<file path="config.mk">
export PLATFORM = sky130hd
export DESIGN_NAME = conv33_window_gen
export DESIGN_NICKNAME = d
export VERILOG_FILES = /design/src/rtl/conv33_window_gen.sv
export SDC_FILE = /design/constraint.sdc
export NUM_CORES = 1
export LEC_CHECK = 0
export CORE_ASPECT_RATIO = 1.25
export CORE_UTILIZATION = 45
export CTS_BUF_LIST = sky130_fd_sc_hd__clkbuf_16
export DETAILED_ROUTE_END_ITERATION = 10
export GPL_TIMING_DRIVEN = 0
export HOLD_SLACK_MARGIN = 0.1
export PLACE_DENSITY = 0.74
export SETUP_SLACK_MARGIN = 0.4
export SYNTH_ARGS = -nofsm -noshare
export SYNTH_HDL_FRONTEND = slang
export SYNTH_SLANG_ARGS = --single-unit
export TNS_END_PERCENT = 20
</file>
<file path="constraint.sdc">
create_clock -name clk -period 2.75 [get_ports clk]
set_clock_uncertainty 0.15 [all_clocks]
set_input_delay 0.55 -clock clk [delete_from_list [all_inputs] [get_ports clk]]
set_output_delay 0.55 -clock clk [all_outputs]
set_load 0.05 [all_outputs]
</file>
<file path="src/rtl/conv33_window_gen.sv">
// conv33_window_gen: streaming 3x3 sliding-window generator.
// Buffers the two previous image rows and emits one registered 3x3 window
// per unpadded output position, with valid/ready handshakes on both sides.
module conv33_window_gen #(
  parameter int DATA_W = 6,
  parameter int IMG_W  = 8,
  parameter int IMG_H  = 8
) (
  input  logic              clk,
  input  logic              rst,
  input  logic              in_valid,
  output logic              in_ready,
  input  logic [DATA_W-1:0] in_pixel,
  output logic              out_valid,
  input  logic              out_ready,
  output logic              out_last,
  output logic [DATA_W-1:0] win_0,
  output logic [DATA_W-1:0] win_1,
  output logic [DATA_W-1:0] win_2,
  output logic [DATA_W-1:0] win_3,
  output logic [DATA_W-1:0] win_4,
  output logic [DATA_W-1:0] win_5,
  output logic [DATA_W-1:0] win_6,
  output logic [DATA_W-1:0] win_7,
  output logic [DATA_W-1:0] win_8
);

  localparam int CW = $clog2(IMG_W);
  localparam int RW = $clog2(IMG_H);
  localparam logic [CW-1:0] COL_LAST = CW'(IMG_W - 1);
  localparam logic [RW-1:0] ROW_LAST = RW'(IMG_H - 1);
  localparam logic [CW-1:0] COL_TWO  = CW'(2);
  localparam logic [RW-1:0] ROW_TWO  = RW'(2);

  logic [CW-1:0]     r_col;
  logic [RW-1:0]     r_row;
  logic [DATA_W-1:0] r_lb_a [IMG_W];
  logic [DATA_W-1:0] r_lb_b [IMG_W];
  logic [DATA_W-1:0] r_sh   [9];
  logic [DATA_W-1:0] r_win  [9];
  logic              r_out_valid;
  logic              r_out_last;

  logic              w_accept;
  logic              w_xfer;
  logic              w_emit;
  logic              w_col_end;
  logic              w_row_end;
  logic [DATA_W-1:0] w_tap_top;
  logic [DATA_W-1:0] w_tap_mid;
  logic [DATA_W-1:0] w_sh_next [9];

  assign in_ready  = !r_out_valid || out_ready;
  assign w_accept  = in_valid && in_ready;
  assign w_xfer    = r_out_valid && out_ready;
  assign w_col_end = (r_col == COL_LAST);
  assign w_row_end = (r_row == ROW_LAST);
  assign w_emit    = w_accept && (r_row >= ROW_TWO) && (r_col >= COL_TWO);

  assign out_valid = r_out_valid;
  assign out_last  = r_out_last;
  assign win_0 = r_win[0];
  assign win_1 = r_win[1];
  assign win_2 = r_win[2];
  assign win_3 = r_win[3];
  assign win_4 = r_win[4];
  assign win_5 = r_win[5];
  assign win_6 = r_win[6];
  assign win_7 = r_win[7];
  assign win_8 = r_win[8];

  // Column taps and the shifted window (row-major, index = row*3 + col)
  always_comb begin
    w_tap_top    = r_lb_b[r_col];
    w_tap_mid    = r_lb_a[r_col];
    w_sh_next[0] = r_sh[1];
    w_sh_next[1] = r_sh[2];
    w_sh_next[2] = w_tap_top;
    w_sh_next[3] = r_sh[4];
    w_sh_next[4] = r_sh[5];
    w_sh_next[5] = w_tap_mid;
    w_sh_next[6] = r_sh[7];
    w_sh_next[7] = r_sh[8];
    w_sh_next[8] = in_pixel;
  end

  // Raster position counters, advancing once per accepted pixel
  always_ff @(posedge clk) begin
    if (rst) begin
      r_col <= '0;
      r_row <= '0;
    end else if (w_accept) begin
      if (w_col_end) begin
        r_col <= '0;
        r_row <= w_row_end ? '0 : r_row + 1'b1;
      end else begin
        r_col <= r_col + 1'b1;
      end
    end
  end

  // Line buffers: lb_a holds row r-1, lb_b holds row r-2; never reset
  always_ff @(posedge clk) begin
    if (!rst && w_accept) begin
      r_lb_b[r_col] <= r_lb_a[r_col];
      r_lb_a[r_col] <= in_pixel;
    end
  end

  // Shift register follows every accept; output window loads on emit
  always_ff @(posedge clk) begin
    if (rst) begin
      r_sh  <= '{default: '0};
      r_win <= '{default: '0};
    end else if (w_accept) begin
      r_sh <= w_sh_next;
      if (w_emit) begin
        r_win <= w_sh_next;
      end
    end
  end

  // Output valid/last: a new load wins over a transfer in the same cycle
  always_ff @(posedge clk) begin
    if (rst) begin
      r_out_valid <= 1'b0;
      r_out_last  <= 1'b0;
    end else if (w_emit) begin
      r_out_valid <= 1'b1;
      r_out_last  <= w_row_end && w_col_end;
    end else if (w_xfer) begin
      r_out_valid <= 1'b0;
      r_out_last  <= 1'b0;
    end
  end

endmodule

</file>
---- Word level (Yosys, flattened, before mapping) ----
Memories as Yosys holds them, arrays and structs flattened. A register that Yosys moved wholly into a read port is not among the register bits.
Cells that the tools add are included.
storage, ports and cells
  register bits ........................... 98
  bits in writable memories ............... 96
  word-level logic and storage cells ...... 50
  memories ................................ 2
memory list
  name    words  bits a word  read ports  clocked after Yosys merged registers in  wr ports  line  RTL
  r_lb_a  8      6            1           1                                        1         37    logic [DATA_W-1:0] r_lb_a [IMG_W];
  r_lb_b  8      6            1           1                                        1         38    logic [DATA_W-1:0] r_lb_b [IMG_W];
operators by class
  add/sub/neg operators ................... 2
  $lt $le $gt $ge ......................... 2
  eq/ne operators ......................... 2
  muxes and demuxes ....................... 11
  reductions and logical operators ........ 12
operators by type and width
  operator                                                            number
  2-to-1 mux 3 bit                                                    6
  adder 3 x 1 -> 3 bit (second input constant)                        2
  equality test 3 bit (second input constant)                         2
  greater-or-equal comparator 3 x 2 -> 1 bit (second input constant)  2
  logical AND 1 bit                                                   6
  2-to-1 mux 1 bit                                                    5
  AND reduction 2 bit                                                 2
  logical NOT 1 bit                                                   2
  nonzero test 2 bit                                                  1
  logical OR 1 bit                                                    1

---- Logic depth before layout (Yosys ltp) ----
Gate-level depths: netlist of run 1.
  depth in word-level cells ............... 6
  gate-level depth with buffers ........... 8
  mapped depth without buffers ............ 6

---- Worst setup path after synthesis of run 1 ----
Ideal clock, no wire load.
  kind .................................... input -> register
  from .................................... input out_ready
  to ...................................... memory r_lb_a[0][0] (enable)
  arrival ................................. 2.554 ns
  required time ........................... 2.188 ns
  path slack .............................. -0.366 ns
  cell stages on the path ................. 6
  buffers on the path ..................... 2
  cell sequence ........................... nand2b_1 -> buf_2 -> and2_1 -> buf_2 -> nand2b_1 -> nor4_1
on the way
  longest elaborated chain between the ends .. 5
RTL lines
  item                                    line  RTL
  start, declared                         15    input logic out_ready,
  logical OR 1 bit                        53    assign in_ready = !r_out_valid || out_ready;
  net in_ready                            12    output logic in_ready,
  logical AND 1 bit                       54    assign w_accept = in_valid && in_ready;
  logical AND 1 bit                       104   if (!rst && w_accept) begin
  2-to-1 mux 1 bit                        104
  2-to-1 mux 1 bit (not written as such)  106   r_lb_a[r_col] <= in_pixel;
  end, declared                           37
The timed path passes the listed nets, and every way through them passes these cells.

---- Worst setup path in the final report of run 1 ----
  from .................................... input out_ready
  to ...................................... output in_ready
on the way
  longest elaborated chain between the ends .. 1
RTL lines
  item              line
  logical OR 1 bit  53
  end, declared     12
Every way passes these cells.

==> impl_metrics.yaml, run 1 <==
synth:
  syn-cell-area_mm2: 0.007211
  post_synth_num_cell_types: 26
  yosysMostFrequentCell: "nand2_1"
  synth_ff_type: "dfxtp_1"
  synth_cells: 593
  synth_seq_cells: 197
  postSynth.asyncResetShare: 0
  syn_nets: 609
  synth_top_area_frac: 0.3998
  synth_top_area_cell: "edfxtp_1"
  synthTopCellsByArea: "edfxtp_1 (40%), dfxtp_1 (28%), mux4_2 (7.5%)"
  synth_warnings: 0
  synth_edf_count: 96
  synth_common_cells: "nand2_1 (141), dfxtp_1 (101), edfxtp_1 (96)"
  syn_area_per_cell_um2: 12.16
  synth_seq_area_share: 0.6802
route:
  drt_iter0_markers: 305
  post-route-drc-count: 0
  antenna_left: 0
  num_vias: 4787
  firstDrtPassIters: 5
  wl_per_cell_um: 17.60
  wirelength_mm: 15.98
  via_per_inst: 5.272
status:
  outcome: "completed"
global_routing:
  grt_antenna_before_repair: 0
  grt_pass1_wl_mm: 25.02
  overflow: 0
  first_global_vias: 4768
  grt_max_degree: 18
  grt_usage: 0.2036
power:
  p_per_area_mw_per_mm2: 650.6
  power_leakage_nw: 2.885
  peakVddDrop_uv: 432.2
  total_power_w: 0.005761
worst_setup_path:
  reg2regPathDepth: 8
  crit_path_start_kind: "input pin"
  crit_type: "in -> out"
  critPathCapture: "in_ready"
  worstSetupStartpoint: "out_ready"
  endpoint_kind: "output port"
  r2r_end: "win_4[0]$_SDFFE_PP0P_"
  cp.required_ns: 2.05
  r2r_slack_ns: 0.31
  cp_max_fo: 7
  arrival_ns: 1.80
  r2r-start: "r_col[0]$_SDFFE_PP0N_"
finish:
  largestRegisters: "r_lb_a x48, r_lb_b x48, r_sh x36"
  area_growth_pct: 22.80
  drive_gt1_frac: 0.1379
  fin_nets: 699
  stdcell_count: 908
  multiInputGateArea_mm2: 0.002185
  fill_cells: 1209
  antenna_cells: 0
  seq_area_mm2: 0.004905
hold_path:
  hp-class: "reg -> reg"
placement:
  post-place-ws_ns: -0.6179
  finalWeightedCongestion: 0.7971
  dp.cells: 870
  io_buffers: 65
  hpwl_mm: 10.81
clock_tree:
  cts-root-buf: "clkbuf_16"
  cts_sinks: 197
  tritoncts: "yes"
  cts_buffer_depth: 2
  htreeDepth: 4
  cts_hold_buf: 0
  clk_latency_ns: 0.43
  cts_buffers: 17
  clkTransAtPathRegs_ns: 0.07
timing:
  setup_viol: 0
  fin_hold_ws_ns: 0.3028
  relSlewSlack: 0.5071
  finalCriticalPeriod_ns: 2.497
  hold_viol_final: 0
  post-route-period-util: 0.9080
  rsz0062_at_grt: "true"
  worstMarginPinSlew_ns: 0.7369
  fin_ws_ns: 0.2531
  slew_violations: 0
  fmax_mhz: 400.5
floorplanning:
  dieWidth_um: 115.2
  pin_count: 67
  die_area_mm2: 0.01654
  die_h_um: 143.5
  start_util: 0.4612
  row_count: 51
  core_mm2: 0.01563
job:
  cap_violations: 0
==> per-stage QoR <==
step,TNS (ns),area [um^2],util
3_5_place_dp,-43.17,8189,0.5238
4_1_cts,0,8752,0.5598
3_3_place_gp,-33.89,8189,0.5238
6_report,0,8855,0.5664
2_1_floorplan,0,7273,-
5_1_grt,0,8855,0.5664
==> cells in the final DEF, fill, tap and decap left out, drive strengths merged, types with 2 or more instances in the layout <==
cell type	instances
edfxtp	96
nand2	141
nor3	28
inv	8
a21oi	73
nor2	52
dfxtp	101
clkdlybuf4s50	64
nand2b	3
nand3	4
mux4	24
buf	24
clkbuf	39
clkinvlp	2
mux2	12
or3	4
ha	6
clkinv	7
==> metal layers <==
layer / GRT usage / wire length, um / up-vias
met1: 0.2464 / 6561 / 2384
met5: 0 / 0 / -
met2: 0.3564 / 8552 / 117
li1: - / - / 2259
met4: 0.07929 / 323 / 0
met3: 0.04049 / 544 / 27
==> final cells by class <==
| class | instances | share of cell area |
|---|---|---|
| inverter | 2 | 0.0008478 |
| multi-input combinational | 354 | 0.2467 |
| sequential | 197 | 0.5539 |
| clock buffer | 17 | 0.04804 |
| tap | 212 | 0.02996 |
| timing repair buffer | 71 | 0.08549 |
| clock inverter | 15 | 0.01187 |
| buffer | 40 | 0.02317 |
==> power by group <==
part           internal [W]  total (W)  switching (W)
clock               0.00116    0.00226        0.00110
sequential          0.00314    0.00318      0.0000366
combinational      0.000125   0.000317       0.000192
==> timing repair <==
item                                    in CTS  in global routing
endpoints found under the setup margin      98                139
buffers inserted                             1                  5
gates resized for setup                      5                  3
pin swaps                                    1                  6
==> logic make-up (layout without fill, tap and decap cells) <==
logic type | Yosys count | in the layout | share of synthesized area
AND/OR/NAND/NOR | 237 | 237 | 0.1336
flip-flops | 197 | 197 | 0.6802
AO/OA/AOI/OAI | 75 | 75 | 0.05292
buffers and inverters | 42 | 145 | 0.02863
multiplexers | 36 | 36 | 0.09422
adder cells (fa/ha/maj) | 6 | 6 | 0.01041
==> critical path, stage by stage <==
cell and delay (ns):
clkdlybuf4s50_1 0.48, nand2b_1 0.12, buf_6 0.12, dlygate4sd2_1 0.53
==> worst min-delay path by stage <==
stage	slack [ns]	endpoint	cells after the start	from
4_1_cts	0.30	win_6[2]$_SDFFE_PP0P_	2	r_sh[8]$_SDFFE_PP0N_
3_3_place_gp	0.29	win_6[0]$_SDFFE_PP0P_	2	r_sh[6]$_SDFFE_PP0N_
2_1_floorplan	0.28	win_0[0]$_SDFFE_PP0P_	2	r_sh[42]$_SDFFE_PP0N_
5_1_grt	0.33	r_sh[9]$_SDFFE_PP0N_	2	r_sh[9]$_SDFFE_PP0N_
3_5_place_dp	0.30	win_1[3]$_SDFFE_PP0P_	2	win_1[3]$_SDFFE_PP0P_
6_report	0.30	win_6[2]$_SDFFE_PP0P_	2	r_sh[8]$_SDFFE_PP0N_
No activity file was read; power rests on OpenSTA's default activity.
==> run 2, diff against run 1 <==
- TNS_END_PERCENT: 20 -> unset
==> impl_metrics.yaml, run 2 (synthesis gave the netlist of run 1 again) <==
worst_setup_path:
  r2r_slack_ns: 0.52
  cpLargestDelayFamily: "buffers and inverters"
  crit_type: "reg -> out"
  cp_max_fo: 2
  r2r-start: "r_col[0]$_SDFFE_PP0N_"
  crit_path_start_kind: "flop"
  critPathSlowestCell: "clkdlybuf4s50_1"
  path_buf_inv: 1
  cp_cell_sequence: "clkdlybuf4s50_1"
  endpoint_kind: "output port"
  arrival_ns: 1.62
  cp.required_ns: 2.05
  r2r_end: "win_4[0]$_SDFFE_PP0P_"
  reg2regPathDepth: 8
  max_stage_delay_ns: 0.82
clock_tree:
  htreeDepth: 4
  cts-root-buf: "clkbuf_16"
  tritoncts: "yes"
  cts_buffers: 17
  cts_buffer_depth: 2
  clkTransAtPathRegs_ns: 0.07
  cts_sinks: 197
  clk_latency_ns: 0.44
  cts_hold_buf: 0
finish:
  fill_cells: 1210
  layout_common_cells: "nand2_1 (141), dfxtp_1 (100), edfxtp_1 (96), a21oi_1 (73), clkdlybuf4s50_1 (60)"
  finalInstanceArea_mm2: 0.008926
  area_growth_pct: 23.79
  final_common_cell: "nand2_1"
  antenna_cells: 0
  final_util: 0.5709
  largestRegisters: "r_lb_a x48, r_lb_b x48, r_sh x36"
  drive_gt1_frac: 0.1488
  fin_nets: 702
timing:
  worstMarginPinSlew_ns: 0.7060
  relSlewSlack: 0.5294
  setup_viol: 0
  fin_ws_ns: 0.4257
  hold_viol_final: 0
  rsz0062_at_grt: "false"
  slew_violations: 0
  post-route-period-util: 0.8452
  fmax_mhz: 430.2
  finalCriticalPeriod_ns: 2.324
  fin_hold_ws_ns: 0.3014
placement:
  finalWeightedCongestion: 0.7971
  hpwl_mm: 10.81
  io_buffers: 65
  post-place-ws_ns: -0.6179
  place_area_mm2: 0.008189
route:
  wirelength_mm: 16.32
  wl_per_cell_um: 17.92
  drt_iter0_markers: 281
  num_vias: 4851
  via_per_inst: 5.325
  antenna_left: 0
  post-route-drc-count: 0
  firstDrtPassIters: 5
floorplanning:
  die_h_um: 143.5
  row_count: 51
  start_util: 0.4612
  dieWidth_um: 115.2
  die_area_mm2: 0.01654
  core_mm2: 0.01563
  pin_count: 67
hold_path:
  hp-class: "reg -> reg"
  min_from: "r_sh[8]$_SDFFE_PP0N_"
  hold_depth: 2
  min_delay_worst_endpoint: "win_6[2]$_SDFFE_PP0P_"
job:
  cap_violations: 0
global_routing:
  overflow: 0
  grt_max_degree: 18
  first_global_vias: 4816
  grt_usage: 0.2063
  grt_antenna_before_repair: 0
  grt_pass1_wl_mm: 25.16
power:
  p_per_area_mw_per_mm2: 647.0
  power_leakage_nw: 2.996
  peakVddDrop_uv: 463.8
status:
  outcome: "completed"
==> run 2: cell types whose count changed in the layout (fill, tap and decap cells not counted) <==
cell             before  now
clkbuf_1             22   19
clkbuf_2              0    4
buf_12                6    9
dfxtp_2               0    1
clkdlybuf4s50_1      64   60
dlymetal6s2s_1        0    4
dlygate4sd2_1         1    0
dfxtp_1             101  100
==> run 2: report_power, final <==
part	internal (W)	switching, W	total [W]
sequential	0.00314	0.0000372	0.00318
clock	0.00116	0.00111	0.00227
combinational	0.000127	0.000194	0.000321
total	0.00443	0.00134	0.00578
==> run 2: worst max path at each step <==
stage                           from                      to  slack [ns]  cells past startpoint
6_report       win_2[2]$_SDFFE_PP0P_                win_2[2]        0.43                      1
3_3_place_gp               out_ready  r_lb_a[7][0]$_DFFE_PP_       -0.54                      7
5_1_grt                    out_ready  r_lb_a[4][2]$_DFFE_PP_        0.40                      9
2_1_floorplan              out_ready  r_lb_a[5][0]$_DFFE_PP_        0.37                      6
3_5_place_dp               out_ready  r_lb_b[6][0]$_DFFE_PP_       -0.62                      7
4_1_cts                    out_ready  r_lb_b[6][3]$_DFFE_PP_        0.10                      7
==> run 2: repair_timing <==
item / 4_1_cts / 5_1_grt
pin swaps: 4 / 3
gates cloned: 0 / 0
buffers inserted: 5 / 4
endpoints found under the setup margin: 98 / 68
resized for setup: 6 / 15
==> run 2: metrics by stage <==
step	TNS (ns)	total power, W	cells
6_report	0	0.005775	911
5_1_grt	0	0.005931	911
4_1_cts	0	0.005773	907
3_5_place_dp	-43.17	0.003552	870
3_3_place_gp	-33.89	0.003539	870
2_1_floorplan	0	0.003442	593
==> run 2: routing by layer <==
layer | global-route usage | wire, um | vias up
met4 | 0.09091 | 468 | 0
met1 | 0.2472 | 6480 | 2389
met2 | 0.3599 | 8592 | 158
li1 | - | - | 2267
met5 | 0 | 0 | -
met3 | 0.03965 | 783 | 37
==> run 2: cell type report <==
cell class	instances	area [um^2]	area share
multi-input cells	354	2185	0.2447
plain buffers	40	209.0	0.02341
repair buffers	74	823.3	0.09223
inverters	2	7.507	0.0008410
clock inverters	15	105.1	0.01177
flip-flops and latches	197	4906	0.5496
well taps	212	265.3	0.02972
clock buffers	17	425.4	0.04766
==> run 2: tightest hold or removal path, cell delays in order (launching register included) <==
cell     delay [ns]
dfxtp_1        0.31
nand2_1        0.05
a21oi_1        0.05
